<file path="config.mk">
export PLATFORM = sky130hd
export DESIGN_NAME = x_300_mod_47_loader
export DESIGN_NICKNAME = d
export VERILOG_FILES = /design/src/rtl/x_300_mod_47_loader.sv
export SDC_FILE = /design/constraint.sdc
export NUM_CORES = 1
export LEC_CHECK = 0
export ABC_AREA = 1
export CAP_MARGIN = 20
export CELL_PAD_IN_SITES_DETAIL_PLACEMENT = 0
export CELL_PAD_IN_SITES_GLOBAL_PLACEMENT = 1
export CORE_MARGIN = 2
export CORE_UTILIZATION = 28
export CTS_CLUSTER_DIAMETER = 50
export DETAILED_ROUTE_END_ITERATION = 7
export PLACE_DENSITY_LB_ADDON = 0.1
export SYNTH_ARGS = -nofsm -noshare
export SYNTH_HDL_FRONTEND = slang
export SYNTH_SLANG_ARGS = --single-unit
</file>
<file path="constraint.sdc">
create_clock -name clk -period 17.8 [get_ports clk]
set_input_delay 2.67 -clock clk [delete_from_list [all_inputs] [get_ports clk]]
set_output_delay 2.67 -clock clk [all_outputs]
set_load 0.01 [all_outputs]
</file>
<file path="src/rtl/x_300_mod_47_loader.sv">
// Word-serial loader for the 300-bit mod-47 residue core. Words are assembled LS first,
// and the registered residue is held until the consumer takes it.
//   state | meaning
//   LOAD  | accepting words into the operand register
//   CALC  | operand complete, capture the core residue
//   HOLD  | residue valid, waiting for out_ready

module x_300_mod_47 (
  input  logic [299:0] x,
  output logic [5:0]   r
);
  // 2 has order 23 modulo 47, so 23-bit chunks all carry weight 1 and can simply be summed.
  logic [321:0] x_pad;
  logic [26:0]  acc;
  logic [23:0]  fold;

  always_comb begin
    x_pad = {22'd0, x};
    acc   = '0;
    for (int i = 0; i < 14; i++) begin
      acc = acc + 27'(x_pad[i*23 +: 23]);
    end
    fold = 24'(acc[22:0]) + 24'(acc[26:23]);
    r    = 6'(fold % 24'd47);
  end
endmodule

module x_300_mod_47_loader #(
  parameter int WORD_W = 30,
  parameter int X_W    = 300,
  parameter int R_W    = 6
) (
  input  logic              clk,
  input  logic              rst_n,
  input  logic [WORD_W-1:0] in_data,
  input  logic              in_valid,
  input  logic              in_last,
  output logic              in_ready,
  output logic [R_W-1:0]    out_res,
  output logic              out_valid,
  input  logic              out_ready,
  output logic              busy
);
  localparam int NWORDS = X_W / WORD_W;
  localparam int CNT_W  = (NWORDS > 1) ? $clog2(NWORDS) : 1;

  if (X_W % WORD_W != 0) begin : g_bad_word_w
    $error("X_W must be a multiple of WORD_W");
  end
  if (X_W != 300 || R_W != 6) begin : g_bad_core_w
    $error("core is fixed at a 300-bit operand and 6-bit residue");
  end

  typedef enum logic [1:0] {
    LOAD = 2'd0,
    CALC = 2'd1,
    HOLD = 2'd2
  } state_t;

  state_t           state, state_nx;
  logic [CNT_W-1:0] cnt;
  logic [X_W-1:0]   x_reg;
  logic [5:0]       core_r;
  logic             accept;
  logic             final_word;

  x_300_mod_47 u_core (
    .x (x_reg),
    .r (core_r)
  );

  always_ff @(posedge clk or negedge rst_n) begin
    if (!rst_n) begin
      state <= LOAD;
    end else begin
      state <= state_nx;
    end
  end

  always_comb begin
    state_nx   = state;
    in_ready   = 1'b0;
    accept     = 1'b0;
    final_word = 1'b0;
    case (state)
      LOAD: begin
        in_ready   = 1'b1;
        accept     = in_valid;
        // in_last and the last slot on the same word still mean a single completion
        final_word = in_last || (cnt == CNT_W'(NWORDS - 1));
        if (accept && final_word) begin
          state_nx = CALC;
        end
      end
      CALC: state_nx = HOLD;
      HOLD: begin
        if (out_ready) begin
          state_nx = LOAD;
        end
      end
      default: state_nx = LOAD;
    endcase
  end

  always_ff @(posedge clk or negedge rst_n) begin
    if (!rst_n) begin
      cnt       <= '0;
      x_reg     <= '0;
      out_res   <= '0;
      out_valid <= 1'b0;
    end else begin
      case (state)
        LOAD: begin
          if (accept) begin
            x_reg[cnt*WORD_W +: WORD_W] <= in_data;
            cnt <= final_word ? '0 : cnt + CNT_W'(1);
          end
        end
        CALC: begin
          out_res   <= R_W'(core_r);
          out_valid <= 1'b1;
        end
        HOLD: begin
          // clearing here is what zero-fills the slots a short operand never writes
          if (out_ready) begin
            out_valid <= 1'b0;
            x_reg     <= '0;
          end
        end
        default: ;
      endcase
    end
  end

  assign busy = (state != LOAD) || (cnt != '0);
endmodule

</file>
== Word-level counts from Yosys, hierarchy flattened ==
Index checks and enable logic that the tools add are counted.

* Word-level logic and storage cells: 56
* Input bits: 35
* Latch bits: 0
* Memory bits (writable): 0
* Bits in read-only memories: 0
* Bits in registers: 313
* Memories kept: 0

* Bitwise gates (word level): 0
* Multiply operators: 1
* Add/subtract/negate cells: 16
* Shifts and indexed selects: 2
* Order comparisons: 0
* Reduce and logical (&&, ||, !) cells: 12
* Eq/ne operators: 6
* Multiplexer cells: 13
* Div/mod/pow operators: 1

{| class="wikitable"
|+ Operators by type and width
! operator !! number
|-
| $mux W300 || 2
|-
| $pmux W300 S2 || 1
|-
| $bwmux W300 || 1
|-
| $shift A30 B34 Y300 const A || 1
|-
| $shiftx A30 B34 Y300 || 1
|-
| $add A27 B23 Y27 || 11
|-
| $neg A9 Y34 || 1
|-
| $add A27 B1 Y27 || 1
|-
| $add A23 B23 Y24 || 1
|-
| $add A23 B4 Y24 || 1
|-
| $mod A24 B6 Y24 const B || 1
|-
| $mul A4 B4 Y8 const B || 1
|-
| $ne A2 B2 Y1 const B || 3
|-
| $pmux W2 S3 || 1
|-
| $reduce_and A2 Y1 || 3
|-
| $reduce_bool A2 Y1 || 3
|-
| $add A4 B1 Y4 const B || 1
|-
| $eq A4 B4 Y1 const B || 1
|-
| $mux W1 || 4
|-
| $mux W2 || 2
|-
| $mux W4 || 1
|-
| $reduce_bool A4 Y1 || 1
|-
| $reduce_and A3 Y1 || 1
|-
| $eq A2 B1 Y1 const B || 1
|-
| 5 further kinds || 6
|}

== Depth between registers and ports, before layout ==
Gate-level depths: netlist of the first run.

* Word-level depth: 15
* Gate-level depth with buffers: 165
* Depth with buffers taken out: 165

== Hierarchy ==
From an unflattened synthesis of the first run, not the netlist that was laid out.

* Cell total of the unflattened synthesis: 4804
* Area total of the unflattened synthesis: 33853.7 sq um

{| class="wikitable"
|+ Modules (own cells, without submodules)
! module !! seq. area each (sq um) !! times used !! area an instance (sq um) !! cells each
|-
| x_300_mod_47_loader || 7832.5 || 1 || 20140.6 || 2960
|-
| x_300_mod_47 || 0.0 || 1 || 13713.2 || 1844
|}

== Worst setup path after synthesis of the first run ==
Ideal clock, no wire load.

* Path type: flip-flop to flip-flop
* From: register x_reg[2]
* To: register out_res[3]
* Data arrival time: 17284 ps
* Stages on the path, launching flop included: 151
* Required time: 17682 ps
* Library setup time: 118 ps
* Period minus slack after synthesis: 17401 ps
* Path slack: 399 ps
* Cell sequence: dfrtp_1 ha_1 nand3_1 nand2_1 nand2_1 nand2_1 a21oi_1 o21ai_0 nand3_1 nand2_1 a31oi_1 o21ai_0 nand2_1 a21boi_0 o21ai_0 a21boi_0 o21ai_0 nand2_1 (+115 left out) nand2_8 nand2_2 nand2_2 inv_1 ha_1 nand3_1 nor2_4 nand2_4 nand3_4 xor2_2 ha_1 nand3_1 nor2_2 nand3_2 nand2_4 nand3_1 nand3_1 nand2_1

* Longest elaborated chain between the ends: 15

{| class="wikitable"
|+ RTL lines
! element !! RTL line !! text
|-
| start: declaration || 62 || <nowiki>logic [X_W-1:0] x_reg;</nowiki>
|-
| start signal: indexed assignment || 115 || <nowiki>x_reg[cnt*WORD_W +: WORD_W] <= in_data;</nowiki>
|-
| $add A23 B23 Y24 || 21 || <nowiki>acc = acc + 27'(x_pad[i*23 +: 23]);</nowiki>
|-
| $add A27 B23 Y27 (11 in series) || 21 ||
|-
| $add A27 B1 Y27 || 21 ||
|-
| $add A23 B4 Y24 || 23 || <nowiki>fold = 24'(acc[22:0]) + 24'(acc[26:23]);</nowiki>
|-
| $mod A24 B6 Y24 || 24 || <nowiki>r = 6'(fold % 24'd47);</nowiki>
|-
| end signal: assignment || 120 || <nowiki>out_res <= R_W'(core_r);</nowiki>
|-
| end: declaration || 39 || <nowiki>output logic [R_W-1:0] out_res,</nowiki>
|}

Every way passes these cells.
A chain may end at the register's enable or synchronous reset.

== Worst setup path after layout of the first run ==
* From: register x_reg[23]
* To: register out_res[4]

Same word-level chain as after synthesis.

==> results.yml, run 1 <==
outcome:
  status: "complete, but fails checks"
  violations: "setup timing"
place:
  hpwl_um: 134000
  io_buffers: 43
  place_congestion: 0.997
  placed_cell_area_um2: 37100
worst_setup_path:
  critPathBufInv: 34
  max_stage_delay_ps: 570
  worstSetupPathType: "reg2reg"
  critPathTopFamily: "simple AND/OR/NAND/NOR gates"
  crit_fanout: 6
  path_common_cell: "nand2_4"
  worstPathArrival_ps: 18990
  cp-end-kind: "flip-flop"
  startpoint_type: "flip-flop"
  cp_slowest_cell: "fa_1"
  required_ps: 18330
timing:
  tightest_slew_ps: 1270
  rsz0062_at_grt: "true"
  timing.final.crit_share: 1.04
  finalHoldViolations: 0
  slew-limit-headroom: 0.147
  slew_violations: 0
  finalSetupViolations: 6
  min_period_ps: 18470
  fmax_mhz: 54.1
  fin_skew_ps: 28.8
  worst_slack_ps: -669
  fin_hold_ws_ps: 467
  setup-tns-final_ps: -3790
layout:
  fill_cells: 12300
  postLayoutCellArea_um2: 41400
  seqCellArea_um2: 7830
  area_growth_pct: 27.7
  largest_reg_flops: 300
  final_nets: 5252
  multi_input_area_um2: 22400
  drive_above_1_share: 0.231
floorplanning:
  dieArea_um2: 118000
  rows: 124
  die_height_um: 344
  fp.dieW_um: 344
  core_um2: 115000
  io_pins: 44
  initial_utilization: 0.283
grt:
  met2_usage: 0.454
  grt_use_met3: 0.0461
  grt_pass1_vias: 32800
  grt_overflow: 0
  track_usage: 0.282
  met1_usage: 0.350
  top_usage_layer: "met2"
  grt_pass1_wl_um: 237000
  grt_max_degree: 94
  antenna_found_initial: 3
clock_network:
  cts_root_buffer: "clkbuf_16"
  path_clk_slew_ps: 50
  clockBufferDepth: 3
  insertion_delay_ps: 670
  htreeDepth: 3
  hold_buffers: 0
  cts_tree: "built"
  cts.sinks: 313
  cts_buffers: 70
detailed_routing:
  ant_nets: 0
  wl_per_cell_um: 25.9
  routed_wl_um: 168000
  drc_errors: 0
  avgViaCountPerCell: 5.07
  first_iter_violations: 2823
  via_count: 32800
  dr.pass1.iters: 6
synthesis:
  synth_top_area_frac: 0.242
  synth_common_cells: "nand2_1 (961), inv_1 (688), o21ai_0 (456)"
  synth.distinct_cells: 70
  yosysWarnings: 0
  synthesis.nets: 4825
  yosys-top-cells-area: "dfrtp_1 (24%), fa_1 (15%), nand2_1 (11%)"
  async_reset_ff_frac: 1.00
  synth_seq_cells: 313
  synth_most_common_cell: "nand2_1"
  ys.flop_type: "dfrtp_1"
  synthCells: 4476
  ys_seq_area_frac: 0.242
  yosys.area.top_type: "dfrtp_1"
  syn-mean-instance-area_um2: 7.24
  synth_edf_count: 0
  syn_area_um2: 32400
run:
  drv_cap: 0
hold_path:
  timing.hold.worst.class: "reg2reg"
[routing by layer]
layer | wire length (um) | share of wire
met5 | 7 | 0.000042
met4 | 12100 | 0.072
met3 | 10300 | 0.062
met2 | 76300 | 0.46
met1 | 68800 | 0.41
[cell type report]
type | count | share of cell area
Antenna cell | 4 | 0.000242
Clock buffer | 80 | 0.0449
Clock inverter | 47 | 0.0174
Inverter | 742 | 0.0679
Multi-Input combinational cell | 3278 | 0.541
Sequential cell | 313 | 0.189
Tap cell | 1512 | 0.0457
Timing Repair Buffer | 498 | 0.0938
[placed cells by master (no fill, tap or decap), types with 53 or more instances in the layout]
master	Yosys	final
fa_1	236	227
nand2_4	74	100
clkbuf_16	0	70
o21ai_0	456	443
nand2_2	141	144
dfrtp_1	313	312
nand2_1	961	927
inv_1	688	678
nand3_1	305	276
o22ai_1	53	53
nor2_1	368	348
ha_1	78	65
a21oi_1	127	107
buf_4	0	448
[metrics by stage]
stage               cells  setup WS (ps)  utilization
global route         6470          -2050        0.362
finish               6474           -669        0.362
global placement     6273          -1900        0.324
CTS                  6458           -755        0.356
detailed placement   6273          -2070        0.324
floorplan            4476            399            -
[path summary, 6_finish.rpt]
path	from	end	slack [ps]	cells after the start
max	x_reg[23]	out_res[4]	-670	146
min	out_valid	out_valid	470	2
max reg2reg	x_reg[23]	out_res[4]	-670	146
min reg2reg	out_valid	out_valid	470	2
max in group asynchronous	rst_n	x_reg[244]	13530	3
min in group asynchronous	rst_n	cnt[2]	2030	1
[cells by family (layout without fill, tap and decap cells)]
family,after synthesis,count (layout),synth area share
AND/OR/NAND/NOR,2062,2063,0.309
adder cells (fa/ha/maj),314,314,0.176
buffers and inverters,886,1367,0.103
AO/OA/AOI/OAI,846,846,0.154
other,0,4,0
flip-flops,313,313,0.242
multiplexers,10,10,0.00309
XOR/XNOR,45,45,0.0129
[timing repair]
item / 4_1_cts / 5_1_grt
pin swaps: 117 / 90
gates cloned: 1 / 0
setup buffers: 58 / 10
setup endpoints to repair: 6 / 6
resized for setup: 145 / 110
[worst reg2reg max path: cells and delay by family (launching register included)]
kind	cells	cell delay (ps)
and+or+nand+nor	94	9310
buffers and inverters	34	3900
adders and majority gates	9	3390
AOI/OAI and AO/OA	7	1060
DFF	1	440
xor gates and xnor gates	2	240
Power of run 1 is left out: the tool's default activity adds up to more than one toggle a clock period on the data nets, which glitch-free logic cannot reach.
==> run 2: changes to the inputs <==
SLEW_MARGIN = 20   (was unset)
==> results.yml, run 2 (synthesis gave the netlist of run 1 again) <==
timing:
  fmax_mhz: 54.1
  tightest_slew_ps: 1270
  slew_violations: 0
  min_period_ps: 18470
  finalHoldViolations: 0
  timing.final.crit_share: 1.04
  slew-limit-headroom: 0.145
  rsz0062_at_grt: "true"
  fin_skew_ps: 25.2
  finalSetupViolations: 6
  worst_slack_ps: -670
grt:
  grt_pass1_wl_um: 237000
  track_usage: 0.282
  antenna_found_initial: 3
  grt_overflow: 0
  grt_max_degree: 94
  grt_pass1_vias: 32800
detailed_routing:
  avgViaCountPerCell: 5.08
  dr.pass1.iters: 6
  wl_per_cell_um: 25.8
  first_iter_violations: 2843
  via_count: 32900
  routed_wl_um: 167000
  ant_nets: 0
  drc_errors: 0
place:
  placed_cell_area_um2: 37100
  hpwl_um: 134000
  io_buffers: 43
  dp_slack_ps: -2070
  place_congestion: 0.997
worst_setup_path:
  r2r_start: "x_reg[23]"
  startpoint_type: "flip-flop"
  crit_fanout: 6
  path_common_cell: "nand2_4"
  startpoint: "x_reg[23]"
  r2r-end: "out_res[4]"
  reg2reg_depth: 146
  worstPathArrival_ps: 19000
  required_ps: 18330
  cp-end-kind: "flip-flop"
  cp-endpoint: "out_res[4]"
  worstSetupPathType: "reg2reg"
  max_stage_delay_ps: 570
  cp_slowest_cell: "fa_1"
  rrSetupSlack_ps: -670
floorplanning:
  rows: 124
  initial_utilization: 0.283
  io_pins: 44
  die_height_um: 344
  dieArea_um2: 118000
  core_um2: 115000
  fp.dieW_um: 344
hold_path:
  timing.hold.worst.class: "reg2reg"
clock_network:
  cts.sinks: 313
  cts_tree: "built"
  cts_buffers: 70
  clockBufferDepth: 3
  path_clk_slew_ps: 50
  hold_buffers: 0
  insertion_delay_ps: 660
  cts_root_buffer: "clkbuf_16"
  htreeDepth: 3
layout:
  fill_cells: 12300
  postLayoutCellArea_um2: 41400
  seqCellArea_um2: 7830
  multi_input_area_um2: 22400
  area_growth_pct: 27.7
  drive_above_1_share: 0.231
  largest_reg_flops: 300
  layout_common_cells: "nand2_1 (927), inv_1 (678), buf_4 (447), o21ai_0 (443), nor2_1 (348)"
  layout_commonest_cell: "nand2_1"
  final_nets: 5251
  utilization: 0.362
outcome:
  violations: "setup timing"
  status: "complete, but fails checks"
run:
  drv_cap: 0
run 2: cell count changes in the layout (fill, tap and decap cells not counted):
cell	delta
buf_2	+1
buf_4	-1
clkbuf_4	-1
o22ai_1	-1
o22ai_2	+1
run 2: metal layers:
layer  wire length (um)  vias to the layer above  GRT usage
met3              10100                      366     0.0461
met2              76200                     1227      0.454
met1              68700                    16000      0.350
met5                  7                        -          0
li1                   -                    15300          -
met4              12300                        2      0.181
run 2: worst min path at each step:
stage,startpoint,end,slack (ps),cells past startpoint
floorplan,x_reg[51],x_reg[51],450,2
finish,out_valid,out_valid,470,2
global placement,out_valid,out_valid,450,2
detailed placement,out_valid,out_valid,460,2
global route,out_valid,out_valid,480,2
CTS,out_valid,out_valid,470,2
run 2: what timing repair did:
action | in CTS | in global routing
pin swaps | 117 | 90
endpoints found under the setup margin | 6 | 6
cloned | 1 | 0
gates resized for setup | 145 | 110
buffers inserted | 58 | 10
run 2: critical path, delay by kind of cell, from the launching register on:
kind,cells,cell delay [ps]
xor+xnor,2,240
flops,1,450
buf+inv,34,3880
simple gates,94,9300
compound gates,7,1060
fa+ha+maj,9,3390
run 2: through the flow:
step	TNS [ps]	cells	hold WS (ps)
2_1_floorplan	0	4476	446
3_3_place_gp	-11260	6273	454
3_5_place_dp	-12240	6273	461
4_1_cts	-4460	6458	472
5_1_grt	-12050	6469	485
6_report	-3810	6473	467
run 2: final cells by class:
cell class,instances,share of cell area
Clock inverter,47,0.0174
Tap cell,1512,0.0457
Timing Repair Buffer,497,0.0935
Antenna cell,4,0.000242
Sequential cell,313,0.189
Clock buffer,80,0.0449
Multi-Input combinational cell,3278,0.541
Inverter,742,0.0679
Power of run 2 is left out for the same reason.
